[config.mk]
export PLATFORM = sky130hd
export DESIGN_NAME = mips_instr_encoder_flat
export DESIGN_NICKNAME = d
export VERILOG_FILES = /design/src/rtl/mips_pkg.sv /design/src/rtl/mips_instr_encoder_if.sv /design/src/rtl/mips_instr_encoder_enc_fifo.sv /design/src/rtl/mips_instr_encoder.sv /design/src/flat_wrapper.sv
export SDC_FILE = /design/constraint.sdc
export NUM_CORES = 1
export LEC_CHECK = 0
export BUFFER_PORTS_ARGS = -buffer_cell sky130_fd_sc_hd__clkbuf_2
export CAP_MARGIN = 25
export CORE_MARGIN = 2
export CORE_UTILIZATION = 45
export DETAILED_ROUTE_END_ITERATION = 8
export GPL_TIMING_DRIVEN = 1
export PLACE_DENSITY = 0.68
export SETUP_SLACK_MARGIN = 0.4
export SLEW_MARGIN = 10
export SYNTH_ARGS = -nofsm -noshare
export SYNTH_HDL_FRONTEND = slang
export SYNTH_SLANG_ARGS = --single-unit
[constraint.sdc]
create_clock -name clock -period 8 [get_ports clock]
set_clock_uncertainty 0.2 [all_clocks]
set_input_delay 1.6 -clock clock [delete_from_list [all_inputs] [get_ports clock]]
set_output_delay 1.6 -clock clock [all_outputs]
set_load 0.005 [all_outputs]
[src/rtl/mips_pkg.sv]
// Shared MIPS-style definitions used by the encoder and the decode stage.
package mips_pkg;

  localparam int REGISTERWIDTH = 5;

  typedef enum logic [5:0] {
    OP_ADD  = 6'h00, OP_ADDI = 6'h01, OP_SUB  = 6'h02, OP_SUBI = 6'h03,
    OP_MUL  = 6'h04, OP_MULI = 6'h05, OP_AND  = 6'h06, OP_ANDI = 6'h07,
    OP_OR   = 6'h08, OP_ORI  = 6'h09, OP_XOR  = 6'h0A, OP_XORI = 6'h0B,
    OP_LDW  = 6'h0C, OP_STW  = 6'h0D, OP_BZ   = 6'h0E, OP_BEQ  = 6'h0F,
    OP_JR   = 6'h10, OP_HALT = 6'h11
  } opcode_e;

  // Opcode class ranges (inclusive upper bounds; each class starts after the previous one).
  localparam logic [5:0] ARITH_HI  = 6'h05;
  localparam logic [5:0] LOGIC_LO  = 6'h06;
  localparam logic [5:0] LOGIC_HI  = 6'h0B;
  localparam logic [5:0] MEM_LO    = 6'h0C;
  localparam logic [5:0] MEM_HI    = 6'h0D;
  localparam logic [5:0] BRANCH_LO = 6'h0E;
  localparam logic [5:0] OP_MAX    = 6'h11;

  typedef enum logic {ST_RUN, ST_HALTED} enc_state_e;

  typedef struct packed {
    logic [5:0]               op;
    logic [REGISTERWIDTH-1:0] rs;
    logic [REGISTERWIDTH-1:0] rt;
    logic [REGISTERWIDTH-1:0] rd;
    logic [10:0]              pad;
  } r_instr_t;

  typedef struct packed {
    logic [5:0]               op;
    logic [REGISTERWIDTH-1:0] rs;
    logic [REGISTERWIDTH-1:0] rt;
    logic [15:0]              imm;
  } i_instr_t;

  typedef union packed {
    r_instr_t r;
    i_instr_t i;
  } instruct_u;

  // Build the 32-bit word for a legal opcode; the caller screens illegal ones.
  function automatic instruct_u encode(input logic [5:0] op,
                                       input logic [REGISTERWIDTH-1:0] rs,
                                       input logic [REGISTERWIDTH-1:0] rt,
                                       input logic [REGISTERWIDTH-1:0] rd,
                                       input logic [15:0] imm);
    instruct_u w;
    w = '0;
    case (op)
      OP_ADD, OP_SUB, OP_MUL, OP_AND, OP_OR, OP_XOR: begin
        w.r.op = op; w.r.rs = rs; w.r.rt = rt; w.r.rd = rd; w.r.pad = '0;
      end
      OP_BZ, OP_JR: begin
        w.i.op = op; w.i.rs = rs; w.i.rt = '0; w.i.imm = imm;
      end
      OP_HALT: begin
        w.i.op = op;
      end
      default: begin
        w.i.op = op; w.i.rs = rs; w.i.rt = rt; w.i.imm = imm;
      end
    endcase
    return w;
  endfunction

endpackage

[src/rtl/mips_instr_encoder_if.sv]
// Field-bundle input, encoded-word output and status/counter bus of the encoder.
interface mips_instr_encoder_if;
  import mips_pkg::*;

  logic                     in_valid;
  logic                     in_ready;
  logic [5:0]               in_opcode;
  logic [REGISTERWIDTH-1:0] in_rs;
  logic [REGISTERWIDTH-1:0] in_rt;
  logic [REGISTERWIDTH-1:0] in_rd;
  logic [15:0]              in_imm;
  logic                     clear;
  logic                     out_valid;
  logic                     out_ready;
  logic [31:0]              out_instr;
  logic [31:0]              out_addr;
  logic                     illegal;
  logic                     halted;
  logic [31:0]              cnt_total;
  logic [31:0]              cnt_arith;
  logic [31:0]              cnt_logic;
  logic [31:0]              cnt_mem;
  logic [31:0]              cnt_branch;

  modport master (
    output in_valid, in_opcode, in_rs, in_rt, in_rd, in_imm, clear, out_ready,
    input  in_ready, out_valid, out_instr, out_addr, illegal, halted,
           cnt_total, cnt_arith, cnt_logic, cnt_mem, cnt_branch
  );

  modport slave (
    input  in_valid, in_opcode, in_rs, in_rt, in_rd, in_imm, clear, out_ready,
    output in_ready, out_valid, out_instr, out_addr, illegal, halted,
           cnt_total, cnt_arith, cnt_logic, cnt_mem, cnt_branch
  );
endinterface

[src/rtl/mips_instr_encoder_enc_fifo.sv]
// Output queue holding {instruction, address} pairs; first-word-fall-through read.
module enc_fifo #(
  parameter int DEPTH = 4,
  parameter int W     = 64
) (
  input  logic         clk,
  input  logic         rst,
  input  logic         push_i,
  input  logic         pop_i,
  input  logic [W-1:0] wdata_i,
  output logic [W-1:0] rdata_o,
  output logic         full_o,
  output logic         empty_o
);
  localparam int AW = $clog2(DEPTH);

  logic [AW-1:0] wr_ptr_q;
  logic [AW-1:0] rd_ptr_q;
  logic [AW:0]   count_q;
  logic [W-1:0]  mem_q [DEPTH];
  logic          do_push;
  logic          do_pop;

  assign full_o  = (count_q == (AW+1)'(DEPTH));
  assign empty_o = (count_q == '0);
  assign do_push = push_i && !full_o;
  assign do_pop  = pop_i && !empty_o;
  assign rdata_o = mem_q[rd_ptr_q];

  // Pointer and occupancy tracking; simultaneous push/pop leaves occupancy unchanged.
  always_ff @(posedge clk or posedge rst) begin
    if (rst) begin
      wr_ptr_q <= '0;
      rd_ptr_q <= '0;
      count_q  <= '0;
    end else begin
      if (do_push) wr_ptr_q <= wr_ptr_q + 1'b1;
      if (do_pop)  rd_ptr_q <= rd_ptr_q + 1'b1;
      case ({do_push, do_pop})
        2'b10:   count_q <= count_q + 1'b1;
        2'b01:   count_q <= count_q - 1'b1;
        default: count_q <= count_q;
      endcase
    end
  end

  // Entry storage; contents are meaningless while empty so no reset is needed.
  always_ff @(posedge clk) begin
    if (do_push) mem_q[wr_ptr_q] <= wdata_i;
  end
endmodule

[src/rtl/mips_instr_encoder.sv]
// Encodes MIPS-style field bundles into 32-bit words, tags each with a byte
// address and queues them; HALT stops intake until a clear restarts it.
module mips_instr_encoder
  import mips_pkg::*;
#(
  parameter int          DEPTH     = 4,
  parameter logic [31:0] BASE_ADDR = 32'h0
) (
  input  logic               clock,
  input  logic               reset,
  mips_instr_encoder_if.slave bus
);
  enc_state_e  state_q, state_d;
  logic [31:0] addr_q, addr_d;
  logic [31:0] cnt_total_q, cnt_total_d;
  logic [31:0] cnt_arith_q, cnt_arith_d;
  logic [31:0] cnt_logic_q, cnt_logic_d;
  logic [31:0] cnt_mem_q, cnt_mem_d;
  logic [31:0] cnt_branch_q, cnt_branch_d;
  logic        illegal_q;

  logic        in_ready_w;
  logic        halted_w;
  logic        fifo_full;
  logic        fifo_empty;
  logic [63:0] fifo_rdata;
  logic        accept;
  logic        legal;
  logic        push;
  logic        pop;
  logic        clear_en;
  instruct_u   enc_word;

  assign legal    = (bus.in_opcode <= OP_MAX);
  assign accept   = bus.in_valid && in_ready_w;
  assign push     = accept && legal;
  assign pop      = bus.out_valid && bus.out_ready;
  assign clear_en = (state_q == ST_HALTED) && bus.clear;
  assign enc_word = encode(bus.in_opcode, bus.in_rs, bus.in_rt, bus.in_rd, bus.in_imm);

  enc_fifo #(.DEPTH(DEPTH), .W(64)) u_fifo (
    .clk     (clock),
    .rst     (reset),
    .push_i  (push),
    .pop_i   (pop),
    .wdata_i ({enc_word, addr_q}),
    .rdata_o (fifo_rdata),
    .full_o  (fifo_full),
    .empty_o (fifo_empty)
  );

  // State register.
  always_ff @(posedge clock or posedge reset) begin
    if (reset) state_q <= ST_RUN;
    else       state_q <= state_d;
  end

  // Next state: HALT acceptance stops intake, clear in HALTED restarts it.
  always_comb begin
    state_d = state_q;
    case (state_q)
      ST_RUN:    if (push && (bus.in_opcode == OP_HALT)) state_d = ST_HALTED;
      ST_HALTED: if (bus.clear) state_d = ST_RUN;
      default:   state_d = ST_RUN;
    endcase
  end

  // State-derived outputs; in_ready never looks at out_ready.
  always_comb begin
    in_ready_w = (state_q == ST_RUN) && !fifo_full;
    halted_w   = (state_q == ST_HALTED) && fifo_empty;
  end

  // Address and class counters: cleared on restart, advanced on each legal push.
  always_comb begin
    addr_d       = addr_q;
    cnt_total_d  = cnt_total_q;
    cnt_arith_d  = cnt_arith_q;
    cnt_logic_d  = cnt_logic_q;
    cnt_mem_d    = cnt_mem_q;
    cnt_branch_d = cnt_branch_q;
    if (clear_en) begin
      addr_d       = BASE_ADDR;
      cnt_total_d  = '0;
      cnt_arith_d  = '0;
      cnt_logic_d  = '0;
      cnt_mem_d    = '0;
      cnt_branch_d = '0;
    end else if (push) begin
      addr_d      = addr_q + 32'd4;
      cnt_total_d = cnt_total_q + 32'd1;
      if (bus.in_opcode <= ARITH_HI)
        cnt_arith_d = cnt_arith_q + 32'd1;
      else if ((bus.in_opcode >= LOGIC_LO) && (bus.in_opcode <= LOGIC_HI))
        cnt_logic_d = cnt_logic_q + 32'd1;
      else if ((bus.in_opcode >= MEM_LO) && (bus.in_opcode <= MEM_HI))
        cnt_mem_d = cnt_mem_q + 32'd1;
      else if (bus.in_opcode >= BRANCH_LO)
        cnt_branch_d = cnt_branch_q + 32'd1;
    end
  end

  // Datapath registers plus the one-cycle illegal-opcode pulse.
  always_ff @(posedge clock or posedge reset) begin
    if (reset) begin
      addr_q       <= BASE_ADDR;
      cnt_total_q  <= '0;
      cnt_arith_q  <= '0;
      cnt_logic_q  <= '0;
      cnt_mem_q    <= '0;
      cnt_branch_q <= '0;
      illegal_q    <= 1'b0;
    end else begin
      addr_q       <= addr_d;
      cnt_total_q  <= cnt_total_d;
      cnt_arith_q  <= cnt_arith_d;
      cnt_logic_q  <= cnt_logic_d;
      cnt_mem_q    <= cnt_mem_d;
      cnt_branch_q <= cnt_branch_d;
      illegal_q    <= accept && !legal;
    end
  end

  assign bus.in_ready   = in_ready_w;
  assign bus.halted     = halted_w;
  assign bus.out_valid  = !fifo_empty;
  assign bus.out_instr  = fifo_rdata[63:32];
  assign bus.out_addr   = fifo_rdata[31:0];
  assign bus.illegal    = illegal_q;
  assign bus.cnt_total  = cnt_total_q;
  assign bus.cnt_arith  = cnt_arith_q;
  assign bus.cnt_logic  = cnt_logic_q;
  assign bus.cnt_mem    = cnt_mem_q;
  assign bus.cnt_branch = cnt_branch_q;
endmodule

[src/flat_wrapper.sv]
// flat-port wrapper written by rule: the top's interface ports become plain ports
module mips_instr_encoder_flat import mips_pkg::*;
#(
  parameter int          DEPTH     = 4,
  parameter logic [31:0] BASE_ADDR = 32'h0
)
  (clock, reset, bus_in_valid, bus_in_opcode, bus_in_rs, bus_in_rt, bus_in_rd, bus_in_imm, bus_clear, bus_out_ready, bus_in_ready, bus_out_valid, bus_out_instr, bus_out_addr, bus_illegal, bus_halted, bus_cnt_total, bus_cnt_arith, bus_cnt_logic, bus_cnt_mem, bus_cnt_branch);
  mips_instr_encoder_if bus_i ();
  input  logic clock;
  input  logic reset;
  input wire logic [$bits(bus_i.in_valid)-1:0] bus_in_valid;
  input wire logic [$bits(bus_i.in_opcode)-1:0] bus_in_opcode;
  input wire logic [$bits(bus_i.in_rs)-1:0] bus_in_rs;
  input wire logic [$bits(bus_i.in_rt)-1:0] bus_in_rt;
  input wire logic [$bits(bus_i.in_rd)-1:0] bus_in_rd;
  input wire logic [$bits(bus_i.in_imm)-1:0] bus_in_imm;
  input wire logic [$bits(bus_i.clear)-1:0] bus_clear;
  input wire logic [$bits(bus_i.out_ready)-1:0] bus_out_ready;
  output wire logic [$bits(bus_i.in_ready)-1:0] bus_in_ready;
  output wire logic [$bits(bus_i.out_valid)-1:0] bus_out_valid;
  output wire logic [$bits(bus_i.out_instr)-1:0] bus_out_instr;
  output wire logic [$bits(bus_i.out_addr)-1:0] bus_out_addr;
  output wire logic [$bits(bus_i.illegal)-1:0] bus_illegal;
  output wire logic [$bits(bus_i.halted)-1:0] bus_halted;
  output wire logic [$bits(bus_i.cnt_total)-1:0] bus_cnt_total;
  output wire logic [$bits(bus_i.cnt_arith)-1:0] bus_cnt_arith;
  output wire logic [$bits(bus_i.cnt_logic)-1:0] bus_cnt_logic;
  output wire logic [$bits(bus_i.cnt_mem)-1:0] bus_cnt_mem;
  output wire logic [$bits(bus_i.cnt_branch)-1:0] bus_cnt_branch;
  assign bus_i.in_valid = bus_in_valid;
  assign bus_i.in_opcode = bus_in_opcode;
  assign bus_i.in_rs = bus_in_rs;
  assign bus_i.in_rt = bus_in_rt;
  assign bus_i.in_rd = bus_in_rd;
  assign bus_i.in_imm = bus_in_imm;
  assign bus_i.clear = bus_clear;
  assign bus_i.out_ready = bus_out_ready;
  assign bus_in_ready = bus_i.in_ready;
  assign bus_out_valid = bus_i.out_valid;
  assign bus_out_instr = bus_i.out_instr;
  assign bus_out_addr = bus_i.out_addr;
  assign bus_illegal = bus_i.illegal;
  assign bus_halted = bus_i.halted;
  assign bus_cnt_total = bus_i.cnt_total;
  assign bus_cnt_arith = bus_i.cnt_arith;
  assign bus_cnt_logic = bus_i.cnt_logic;
  assign bus_cnt_mem = bus_i.cnt_mem;
  assign bus_cnt_branch = bus_i.cnt_branch;
  mips_instr_encoder #(.DEPTH(DEPTH), .BASE_ADDR(BASE_ADDR)) u_core (.clock(clock), .reset(reset), .bus(bus_i));
endmodule
==> impl_metrics.csv, run 1 <==
group,metric,value,unit
layout,postLayoutCellArea,22800,um^2
floorplan,chipWidth,211,um
floorplan,start_util,0.458,
yosys,ys_ff_latch,447,
layout,drive_gt1_frac,0.253,
place,port_buffers,267,
run_status,status,"completed",
detailed_routing,m1WireLength,19300,um
cts,h-tree-depth,2,
yosys,synth_area,19300,um^2
yosys,post-synth-top-area-fraction,0.385,
cts,clk_pin_slew,0.06,ns
detailed_routing,drtIter0Drc,1027,
cts,clockBufferDepth,3,
cts,post_cts_buffers,0,
place,dp_slack,3.38,ns
floorplan,rows,75,
global_routing,overflow,0,
yosys,ys_top_cells_by_area,"edfxtp_1, dfrtp_1, mux4_2, xor2_1, nor2_1",
global_routing,grt_pass1_vias,12600,
sta,max_freq,213,MHz
sta,tightest_slew,0.972,ns
place,hpwl,28800,um
global_routing,grt_pass1_wl,70600,um
cts,cts.sink_count,447,
place,dp.cells,2182,
power_and_ir_drop,power,6.00,mW
sta,finalCriticalPeriod,4.69,ns
cts,cts_buffers,47,
cts,hold_buffers,0,
detailed_routing,post_drt_wl_per_cell,19.8,um
detailed_routing,wl_met2,20700,um
detailed_routing,drtAntennaViolNets,0,
setup_path,path_class,"reg2out",
yosys,synthCells,1430,
layout,utilization,0.540,
setup_path,crit_start,"u_core.u_fifo.rd_ptr_q[0]",
setup_path,path_max_fanout,34,
hold_path,hold_class,"reg2reg",
yosys,synth_edf_count,248,
yosys,synth_area_leader_cell,"edfxtp_1",
sta,finalSetupViolCount,0,
global_routing,track_usage,0.203,
detailed_routing,top_layer,"met5",
detailed_routing,drc,0,
detailed_routing,viasPerCell,5.72,
detailed_routing,dr.pass1.iters,5,
yosys,async_flop_share,0.445,
yosys,synth_ff_type,"edfxtp_1",
place,place.gp.congestion,0.816,
sta,finalMaxSlewViolations,0,
sta,max-slew-margin-rel,0.352,
run,maxCapViolations,0,
sta,finalSetupTns,0,ns
yosys,yosysMostFrequentCell,"edfxtp_1",
sta,whs,0.305,ns
yosys,synth-warning-count,0,
setup_path,endpoint_kind,"output pin",
setup_path,cp.arrival,2.89,ns
detailed_routing,wl,45100,um
detailed_routing,route.met3.wl,3970,um
floorplan,core_area,42200,um^2
sta,rsz0062_at_grt,"false",
power_and_ir_drop,power.density,263,nW/um^2
hold_path,hp-start,"u_core.u_fifo.count_q[2]",
setup_path,start_kind,"flip-flop",
cts,clock_latency,0.59,ns
layout,final_nets,1747,
layout,area_delta_synth_final,17.9,%
floorplan,num_io_pins,270,
layout,final_cells,2274,
global_routing,grt_max_degree,135,
floorplan,dieArea,44700,um^2
power_and_ir_drop,leakage,9.04,nW
sta,worst_slack,3.31,ns
yosys,synth_top_cells_by_count,"edfxtp_1, dfrtp_1, nor2_1",
sta,hold_viol,0,
cts,cts_tree,"done",
cts,cts_resized,0,
setup_path,crit_required,6.20,ns
detailed_routing,vias,13000,
yosys,ys_types,59,
setup_path,r2r_start,"u_core.u_fifo.count_q[0]",
power_and_ir_drop,irDropWorstVdd,158,uV
yosys,ys_seq_area_frac,0.642,
global_routing,antenna_found_initial,5,
floorplan,die_y,211,um
place,dpl-instance-area,21200,um^2
yosys,avgSynthCellArea,13.5,um^2
cts,cts_root_buf,"clkbuf_16",
sta,timing.final.crit_share,0.586,
-- power breakdown --
part           total [mW]  internal (mW)  switching (mW)
Sequential           2.78           2.59           0.186
Combinational        1.03          0.526           0.507
Clock                2.18           1.29           0.890
-- state kept, by name, summed over array words and instances, names as in the netlist --
signal	count
u_core.u_fifo.mem_q	248
u_core.bus.cnt_arith	32
u_core.bus.cnt_branch	32
u_core.bus.cnt_logic	32
u_core.bus.cnt_mem	32
u_core.bus.cnt_total	32
u_core.addr_q	30
u_core.u_fifo.count_q	3
u_core.u_fifo.rd_ptr_q	2
u_core.u_fifo.wr_ptr_q	2
u_core.bus.illegal	1
u_core.state_q	1
-- critical path, stage by stage (launching register included) --
cell and delay [ns]:
dfrtp_4 0.82, buf_4 0.68, mux4_2 0.64, clkbuf_2 0.14
-- routing by layer --
| metal | track usage | vias to the layer above |
|---|---|---|
| li1 | - | 5948 |
| met1 | 0.281 | 6526 |
| met2 | 0.314 | 453 |
| met3 | 0.0608 | 71 |
| met4 | 0.0578 | 4 |
| met5 | 0 | - |
-- final cells by class --
cell class	instances	area, um^2
diodes	3	7.51
clock buffers	72	1380
clock inverters	16	193
fillers	3561	19400
inverters	25	101
multi-input cells	889	6550
flip-flops and latches	447	12400
well taps	539	674
repair buffers	283	1480
-- cells by family after synthesis --
| family | Yosys count | share of synthesized area |
|---|---|---|
| flip-flops | 447 | 0.642 |
| multiplexers | 77 | 0.0799 |
| XOR/XNOR | 109 | 0.0493 |
| AND/OR/NAND/NOR | 549 | 0.152 |
| other | 1 | 0.000194 |
| adder cells (fa/ha/maj) | 12 | 0.00815 |
| buffers and inverters | 95 | 0.0200 |
| AO/OA/AOI/OAI | 140 | 0.0484 |
-- placed cells by master (no fill, tap or decap), types with 4 or more instances in the layout --
master,instances
a21oi_1,27
a22o_1,5
and2_1,28
and2_2,4
and3_1,27
and4_1,16
buf_4,15
clkbuf_1,15
clkbuf_16,48
clkbuf_2,267
clkbuf_8,9
clkinv_2,9
dfrtp_1,197
edfxtp_1,248
ha_1,11
inv_1,23
mux2i_1,15
mux4_2,62
nand2_1,73
nand3_1,89
nand4_1,72
nor2_1,126
nor2b_1,7
nor3_1,17
nor4_1,32
o211ai_1,25
o21ai_0,34
o31ai_1,32
o41ai_1,4
or3_1,23
or4_1,11
xnor2_1,48
xor2_1,61
-- worst paths after layout --
| kind | slack [ns] | cells after the start | to |
|---|---|---|---|
| setup / recovery | 3.31 | 3 | bus_out_addr[9] |
| hold / removal | 0.30 | 1 | u_core.u_fifo.count_q[2] |
| setup reg to reg | 4.70 | 10 | u_core.u_fifo.count_q[2] |
| hold reg to reg | 0.30 | 1 | u_core.u_fifo.count_q[2] |
| max in group asynchronous | 5.47 | 3 | u_core.bus.cnt_arith[17] |
| min in group asynchronous | 0.85 | 2 | u_core.bus.cnt_total[22] |
Power figures use the tool's default switching activity.
==> run 2: changes to the inputs <==
- ABC_AREA: default -> 1
- PLACE_DENSITY: 0.68 -> 0.67
- clock period: 8 -> 4.89 ns (I/O delays scaled with it)
==> impl_metrics.csv, run 2 <==
group,metric,value,unit
floorplan,rows,82,
floorplan,start_util,0.453,
cts,h-tree-depth,2,
sta,worst_slack,0.659,ns
detailed_routing,vias,19600,
floorplan,dieArea,52100,um^2
detailed_routing,dr.pass1.iters,5,
setup_path,cp.arrival,3.05,ns
yosys,ys_types,37,
sta,whs,0.301,ns
setup_path,r2r_start,"u_core.u_fifo.count_q[0]",
global_routing,grt_pass1_vias,18600,
yosys,post-synth-top-area-fraction,0.329,
floorplan,chipWidth,228,um
layout,layout_commonest_cell,"nand2_1",
setup_path,crit_required,3.71,ns
cts,clk_pin_slew,0.06,ns
detailed_routing,drc,0,
cts,clockBufferDepth,3,
power_and_ir_drop,irDropWorstVdd,308,uV
yosys,synth_ff_type,"edfxtp_1",
place,port_buffers,267,
yosys,ys_ff_latch,447,
sta,finalSetupTns,0,ns
sta,max-slew-margin-rel,0.351,
detailed_routing,post_drt_wl_per_cell,16.6,um
floorplan,die_y,228,um
sta,finalSetupViolCount,0,
cts,cts_resized,0,
yosys,avgSynthCellArea,8.18,um^2
power_and_ir_drop,intPower,7.65,mW
setup_path,path_max_fanout,86,
setup_path,start_kind,"flip-flop",
cts,cts_root_buf,"clkbuf_16",
sta,timing.final.crit_share,0.865,
layout,postLayoutCellArea,26500,um^2
yosys,synth_area,22600,um^2
yosys,async_flop_share,0.445,
yosys,ys_top_cells_by_area,"edfxtp_1, dfrtp_1, nand2_1, nor2_1, o21ai_0",
layout,drive_gt1_frac,0.134,
sta,rsz0062_at_grt,"false",
sta,finalMaxSlewViolations,0,
layout,insertedDiodeCount,0,
power_and_ir_drop,p_sw,3.60,mW
floorplan,core_area,50000,um^2
sta,tightest_slew,0.972,ns
layout,final_nets,3067,
cts,clock_latency,0.60,ns
global_routing,antenna_found_initial,0,
cts,cts_buffers,49,
run_status,status,"completed",
global_routing,grt_pass1_wl,99000,um
place,hpwl,42000,um
detailed_routing,drtAntennaViolNets,0,
power_and_ir_drop,sw_frac_of_total,0.320,
place,dpl-instance-area,24700,um^2
yosys,synthCells,2767,
sta,max_freq,236,MHz
layout,largest_register_ffs,248,
yosys,synth-warning-count,0,
cts,hold_buffers,0,
hold_path,hold_class,"in2async",
power_and_ir_drop,p_clk_frac,0.355,
layout,area_delta_synth_final,16.8,%
cts,post_cts_buffers,0,
global_routing,overflow,0,
setup_path,endpoint_kind,"output pin",
detailed_routing,viasPerCell,5.25,
place,dp_slack,1.28,ns
sta,hold_viol,0,
global_routing,track_usage,0.233,
cts,cts_tree,"done",
power_and_ir_drop,pwr-share-comb,0.221,
detailed_routing,drtIter0Drc,1403,
place,place.gp.congestion,0.931,
power_and_ir_drop,leakage,10.9,nW
run,maxCapViolations,0,
detailed_routing,wl,61600,um
global_routing,grt_max_degree,115,
setup_path,r2r_end,"u_core.u_fifo.mem_q[0][54]",
layout,max_flop_register,"u_core.u_fifo.mem_q",
setup_path,path_class,"reg2out",
yosys,synth_area_leader_cell,"edfxtp_1",
yosys,synth_top_cells_by_count,"nand2_1, nor2_1, edfxtp_1",
setup_path,reg2regPathDepth,7,
yosys,ys_seq_area_frac,0.549,
setup_path,ff2ff_setup_slack,2.13,ns
layout,layout_common_cells,"nand2_1, nor2_1, clkbuf_2, edfxtp_1, o21ai_0",
power_and_ir_drop,p_seq_frac,0.425,
cts,cts.sink_count,447,
yosys,synth_edf_count,248,
sta,finalCriticalPeriod,4.23,ns
yosys,yosysMostFrequentCell,"nand2_1",
floorplan,num_io_pins,270,
power_and_ir_drop,power.density,425,nW/um^2
## run 2: final cells by class
type / count / area [um^2]
timing repair buffer: 290 / 1620
multi-input combinational: 2025 / 9050
clock buffer: 57 / 1280
clock inverter: 33 / 480
tap: 672 / 841
fill: 4647 / 23500
sequential: 447 / 12400
inverter: 200 / 756
## run 2: power groups by stage
stage | Sequential (mW) | Clock (mW) | Combinational, mW
after floorplan | 4.66 | 0 | 1.51
after global placement | 4.83 | 0 | 2.45
after detailed placement | 4.84 | 0 | 2.52
after CTS | 4.77 | 4.07 | 2.53
after global routing | 4.83 | 4.23 | 2.80
final | 4.78 | 3.99 | 2.48
## run 2: worst max path at each step
stage / slack, ns / to / startpoint
6_report: 0.66 / bus_out_addr[4] / u_core.u_fifo.rd_ptr_q[0]
4_1_cts: 0.65 / bus_out_addr[4] / u_core.u_fifo.rd_ptr_q[0]
5_1_grt: 0.42 / bus_out_instr[24] / u_core.u_fifo.rd_ptr_q[0]
3_5_place_dp: 1.28 / u_core.bus.cnt_mem[9] / bus_in_opcode[0]
2_1_floorplan: -0.08 / u_core.u_fifo.mem_q[0][10] / bus_in_opcode[2]
3_3_place_gp: 1.37 / u_core.bus.cnt_mem[10] / bus_in_opcode[0]
## run 2: worst max-delay path, cell delays in order, from the launching register on
cell,delay [ns]
dfrtp_4,0.82
clkinv_2,0.63
buf_12,0.39
o21ai_0,0.25
o22ai_1,0.12
clkbuf_2,0.13
## run 2: per-stage QoR
step                      cells  utilization  power (mW)
final                      3724        0.529        11.3
after global routing       3724        0.529        11.9
after CTS                  3723        0.529        11.4
after detailed placement   3633        0.494        7.36
after global placement     3633        0.494        7.28
after floorplan            2768            -        6.18
## run 2: per-layer routing
metal  part of all wire  global-route usage  vias to the layer above
li1                   -                   -                     9558
met1               0.43               0.310                     9312
met5                  0                   0                        -
met3              0.070              0.0508                       98
met4              0.020              0.0582                        0
met2               0.48               0.390                      598
## run 2: logic make-up after synthesis
family | synth area share
AO/OA/AOI/OAI | 0.0793
XOR/XNOR | 0.0186
adder cells (fa/ha/maj) | 0.00696
buffers and inverters | 0.0533
flip-flops | 0.549
other | 0.000166
AND/OR/NAND/NOR | 0.293
